File: config.mk
export PLATFORM = sky130hd
export DESIGN_NAME = aes_axis_cmd_loader
export DESIGN_NICKNAME = d
export VERILOG_FILES = /design/src/rtl/aes_axis_cmd_loader.sv
export SDC_FILE = /design/constraint.sdc
export NUM_CORES = 1
export LEC_CHECK = 0
export CAP_MARGIN = 5
export CORE_MARGIN = 3
export CORE_UTILIZATION = 40
export DETAILED_ROUTE_END_ITERATION = 12
export PLACE_DENSITY = 0.75
export SLEW_MARGIN = 30
export SYNTH_ARGS = -nofsm -noshare
export SYNTH_HDL_FRONTEND = slang
export SYNTH_SLANG_ARGS = --single-unit
export TNS_END_PERCENT = 10
File: constraint.sdc
create_clock -name clk -period 4.5 [get_ports clk]
set_input_delay 0.9 -clock clk [delete_from_list [all_inputs] [get_ports clk]]
set_output_delay 0.9 -clock clk [all_outputs]
set_load 0.005 [all_outputs]
File: src/rtl/aes_axis_cmd_loader.sv
// AXI-Stream command/key/block collector that feeds aes_top with one-cycle start strobes.
// Optional build macro AES_TLAST_CHECK_EN enforces tlast on exactly the last frame word.
module aes_axis_cmd_loader #(
  parameter int WORD_S    = 32,
  parameter int KEY_S     = 128,
  parameter int BLK_S     = 128,
  parameter int KEY_WORDS = KEY_S / WORD_S,
  parameter int BLK_WORDS = BLK_S / WORD_S,
  parameter int TIMEOUT   = 64,
  parameter logic [WORD_S-1:0] CMD_SET_KEY_128     = 32'h0000_0001,
  parameter logic [WORD_S-1:0] CMD_ECB_ENCRYPT_128 = 32'h0000_0002,
  parameter logic [WORD_S-1:0] CMD_ECB_DECRYPT_128 = 32'h0000_0003
) (
  input  logic              clk,
  input  logic              reset_n,
  input  logic [WORD_S-1:0] s_axis_tdata,
  input  logic              s_axis_tvalid,
  output logic              s_axis_tready,
  input  logic              s_axis_tlast,
  output logic [0:WORD_S-1] aes_cmd,
  output logic [0:KEY_S-1]  aes_key,
  output logic [0:BLK_S-1]  aes_in_blk,
  output logic              en,
  input  logic              en_o,
  output logic              busy,
  output logic              err,
  input  logic              err_clr
);

  localparam int MAX_WORDS = (KEY_WORDS > BLK_WORDS) ? KEY_WORDS : BLK_WORDS;
  localparam int CNT_W     = $clog2(MAX_WORDS + 1);
  localparam int TMO_W     = (TIMEOUT > 1) ? $clog2(TIMEOUT + 1) : 1;
  localparam logic [TMO_W-1:0] TMO_LAST = TMO_W'((TIMEOUT > 0) ? TIMEOUT - 1 : 0);

  typedef enum logic [2:0] {
    IDLE  = 3'd0,
    KEY   = 3'd1,
    BLK   = 3'd2,
    ISSUE = 3'd3,
    WAIT  = 3'd4
  } state_t;

  state_t             state, state_n;
  logic [CNT_W-1:0]   word_cnt, word_cnt_n;
  logic [TMO_W-1:0]   tmo_cnt, tmo_cnt_n;
  logic [0:WORD_S-1]  cmd_n;
  logic [0:KEY_S-1]   key_n;
  logic [0:BLK_S-1]   blk_n;
  logic               err_n;
  logic               err_set;
  logic               accept;
  logic               last_word;

  // tready is gated by reset_n so it reads 0 while reset is held
  assign s_axis_tready = reset_n && (state == IDLE || state == KEY || state == BLK);
  assign accept        = s_axis_tvalid && s_axis_tready;
  assign en            = (state == ISSUE);
  assign busy          = (state != IDLE);
  assign last_word     = (state == KEY) ? (word_cnt == CNT_W'(KEY_WORDS - 1))
                                        : (word_cnt == CNT_W'(BLK_WORDS - 1));

`ifndef AES_TLAST_CHECK_EN
  logic tlast_unused;
  assign tlast_unused = s_axis_tlast;
`endif

  always_comb begin
    state_n    = state;
    word_cnt_n = word_cnt;
    tmo_cnt_n  = tmo_cnt;
    cmd_n      = aes_cmd;
    key_n      = aes_key;
    blk_n      = aes_in_blk;
    err_set    = 1'b0;

    case (state)
      IDLE: begin
        word_cnt_n = '0;
        tmo_cnt_n  = '0;
        if (accept) begin
          cmd_n = s_axis_tdata;
          if (s_axis_tdata == CMD_SET_KEY_128) begin
            state_n = KEY;
          end else if (s_axis_tdata == CMD_ECB_ENCRYPT_128 ||
                       s_axis_tdata == CMD_ECB_DECRYPT_128) begin
            state_n = BLK;
            key_n   = '0;
          end else begin
            err_set = 1'b1;
          end
`ifdef AES_TLAST_CHECK_EN
          if (s_axis_tlast) begin
            err_set = 1'b1;
            state_n = IDLE;
          end
`endif
        end
      end

      KEY, BLK: begin
        if (accept) begin
          // word n lands at bits [32n +: 32], so the first word is the most significant
          if (state == KEY) begin
            for (int n = 0; n < KEY_WORDS; n++)
              if (word_cnt == CNT_W'(n)) key_n[n*WORD_S +: WORD_S] = s_axis_tdata;
          end else begin
            for (int n = 0; n < BLK_WORDS; n++)
              if (word_cnt == CNT_W'(n)) blk_n[n*WORD_S +: WORD_S] = s_axis_tdata;
          end
          if (last_word) begin
            state_n    = ISSUE;
            word_cnt_n = '0;
          end else begin
            word_cnt_n = word_cnt + 1'b1;
          end
`ifdef AES_TLAST_CHECK_EN
          if (s_axis_tlast != last_word) begin
            err_set    = 1'b1;
            state_n    = IDLE;
            word_cnt_n = '0;
          end
`endif
        end
      end

      ISSUE: begin
        tmo_cnt_n = '0;
        state_n   = en_o ? IDLE : WAIT;
      end

      WAIT: begin
        if (en_o) begin
          state_n = IDLE;
        end else if (TIMEOUT > 0) begin
          if (tmo_cnt == TMO_LAST) begin
            err_set = 1'b1;
            state_n = IDLE;
          end else begin
            tmo_cnt_n = tmo_cnt + 1'b1;
          end
        end
      end

      default: state_n = IDLE;
    endcase

    // a new error in the same cycle beats a clear request
    err_n = err;
    if (err_clr) err_n = 1'b0;
    if (err_set) err_n = 1'b1;
  end

  always_ff @(posedge clk or negedge reset_n) begin
    if (!reset_n) begin
      state      <= IDLE;
      word_cnt   <= '0;
      tmo_cnt    <= '0;
      aes_cmd    <= '0;
      aes_key    <= '0;
      aes_in_blk <= '0;
      err        <= 1'b0;
    end else begin
      state      <= state_n;
      word_cnt   <= word_cnt_n;
      tmo_cnt    <= tmo_cnt_n;
      aes_cmd    <= cmd_n;
      aes_key    <= key_n;
      aes_in_blk <= blk_n;
      err        <= err_n;
    end
  end

endmodule

==> metrics.txt <==
status=finished, final reports clean; DR WL met3=2440 µm; Yosys warning total=0; port buffer count=328; Num CTS Buffers=31; Seq/Total Area, Yosys=64.3%; Crit. End Element=flip-flop; vias per cell=5.22; CP arrival=3810 ps; Site Rows=62; DR WL/cell=23.3 µm; hpwl dp=24700 µm; largest net degree at the start of global routing=162; hold_buf cts=0; Crit-path slowest cell=nor4_1; EDFF count, synth=0; Tightest Pin Transition=921 ps; nets=1194; Layout area overhead=42.8%; DRT iter0 DRCs=445; Worst-Skew Late Latency=550 ps; GRT Util Overall=22.9%; post-cts sizing count=0; Worst EP required=4930 ps; Pwr Density=347 nW/µm²; antenna violations before repair=0; Post-Syn Area per Cell=14.6 µm²; Synthesized Nets=846; Final Skew=11.1 ps; Total Die Area=31500 µm²; Synth area leaders=dfrtp_1 (64%), mux2_2 (20%), o2bb2ai_1 (4.5%); slew margin rel.=38.6%; Detailed Route WL=36400 µm; Top cell by count, worst path=buf_4; CTS Root Cell=clkbuf_16; final setup fails=0; setup bufs post-CTS=0; Max clock buf depth=3; Slew Limit Fails=0; max cap viols=0; worst hold slack=309 ps; setup TNS=0 ps; number of I/O pins=330; most common cell in the synthesized netlist=dfrtp_1; fillcell total=2323; detailed-router iteration count before antenna repair=4; Diodes inserted=0; CP Max Fanout=28; cell area after synthesis=11800 µm²; crit path time final=3380 ps; largest area contributor in the netlist=dfrtp_1; drt drc=0; crit-path max cell delay=580 ps; total grt overflow=0; Static Leak=7.91 nW; sequence of cells on the critical path=clkdlybuf4s50_1, buf_4, nor4_1, nand2_1, o41ai_4, nand2_2, buf_4, mux2_2; Fin. Hold Viols=0; htree depth=1; hold crit path type=input pin to asynchronous set/reset pin; period utilisation layout=75.1%; met1 WL=15400 µm; fmax=0.296 GHz; Worst-path clk slew=60 ps; Synth Register Bits=302; vias in the first global route=8621; Initial Utilization=40.7%; met2 WL=17800 µm; RSZ-0062 raised after global routing=no; pre-CTS WS=479 ps; Antenna Nets Post-Route=0; clk sink count=302; crit path launch type=input pin; Die X-Extent=177 µm; number of distinct library cells after synthesis=41; global-route wire length before repair=55200 µm; GP Congestion=0.773; fraction of layout cells with a size suffix above 1=26.7%; worst IR drop on VDD=263 µV; top-area cell type share of the netlist area=64.3%; Core ar.=28900 µm²; Setup CP Type=input pin to flip-flop; highest metal used=met4; final worst setup slack=1120 ps; Overall Power=5.82 mW; total vias in the final route=8138; FFs w/ async S/R, synth=100%; ys flop type=dfrtp_1; Mapped Cells=803; Die Ht=177 µm; TritonCTS clock tree=built; synth cell count leaders=dfrtp_1 (302), mux2_2 (208), o2bb2ai_1 (60)
state kept, by name, summed over array words and instances (netlist names):
signal	count
aes_in_blk	128
aes_key	128
aes_cmd	32
tmo_cnt	7
state	3
word_cnt	3
err	1
worst max-delay path: cells and delay by family:
family	cells	cell delay, ps
buffers and inverters	3	910
multiplexers	1	330
AO/OA/AOI/OAI	1	520
AND/OR/NAND/NOR	3	1110
power breakdown:
part / switching (mW) / total [mW] / internal, mW
Combinational: 0.155 / 0.315 / 0.159
Clock: 1.07 / 2.72 / 1.65
Sequential: 0.0231 / 2.78 / 2.76
Total: 1.24 / 5.82 / 4.57
through the flow:
stage / cells / area [µm²] / util, %
final: 1558 / 16800 / 58.2
after global routing: 1558 / 16800 / 58.2
after CTS: 1557 / 16700 / 58.0
after detailed placement: 1501 / 15700 / 54.3
after global placement: 1500 / 15600 / 54.2
after floorplan: 803 / 11800 / -
path summary, 6_finish.rpt:
check | startpoint | slack (ps) | endpoint | cells after the start
setup / recovery | s_axis_tdata[21] | 1120 | aes_key[31]$_DFFE_PN0P_ | 8
setup reg to reg | state[0]$_DFFE_PN0P_ | 1890 | aes_key[31]$_DFFE_PN0P_ | 5
min in group clk | aes_key[84]$_DFFE_PN0P_ | 470 | aes_key[84]$_DFFE_PN0P_ | 1
max in group asynchronous | reset_n | 2910 | aes_key[22]$_DFFE_PN0P_ | 4
hold reg to reg | aes_key[84]$_DFFE_PN0P_ | 470 | aes_key[84]$_DFFE_PN0P_ | 1
hold / removal | reset_n | 310 | tmo_cnt[2]$_DFFE_PN0P_ | 2
kinds of logic (layout without fill, tap and decap cells):
logic type / count (synthesis) / in the layout / share of synthesized area, %
AO/OA/AOI/OAI: 100 / 100 / 7.05
multiplexers: 208 / 208 / 19.9
buffers and inverters: 51 / 422 / 1.93
adder cells (fa/ha/maj): 5 / 5 / 0.532
flip-flops: 302 / 302 / 64.3
XOR/XNOR: 7 / 7 / 0.522
AND/OR/NAND/NOR: 130 / 130 / 5.73
layout by cell type, fill, tap and decap left out, types with 5 or more instances in the layout:
cell type        netlist  routed
clkdlybuf4s50_1        0     327
and2_1                16      16
bufinv_16              0       6
ha_1                   5       5
nand2_1               28      24
dfrtp_1              302     302
clkbuf_1              28       5
nor4_1                 9       9
clkinv_2               0       7
nand3_1               25      22
xor2_1                 6       6
and3_1                17      17
clkbuf_16              0      31
nor3_1                 5       5
o21ai_0                8       8
nor2_1                20      17
buf_4                  1      28
mux2_2               208     208
o2bb2ai_1             60      60
a21o_1                15      15
cell type report:
class | count | area (µm²) | area share [%]
Clock buffer | 39 | 836 | 4.98
Sequential cell | 302 | 7560 | 45.0
Multi-Input combinational cell | 450 | 4040 | 24.1
Clock inverter | 17 | 245 | 1.46
Inverter | 5 | 18.8 | 0.112
Tap cell | 384 | 480 | 2.86
Timing Repair Buffer | 361 | 3600 | 21.5
metal layers:
| metal | up-vias | global-route usage [%] |
|---|---|---|
| met4 | 0 | 4.88 |
| met3 | 42 | 5.63 |
| met2 | 272 | 38.2 |
| met1 | 4207 | 30.5 |
| met5 | - | 0 |
| li1 | 3617 | - |
Power figures use the tool's default switching activity.
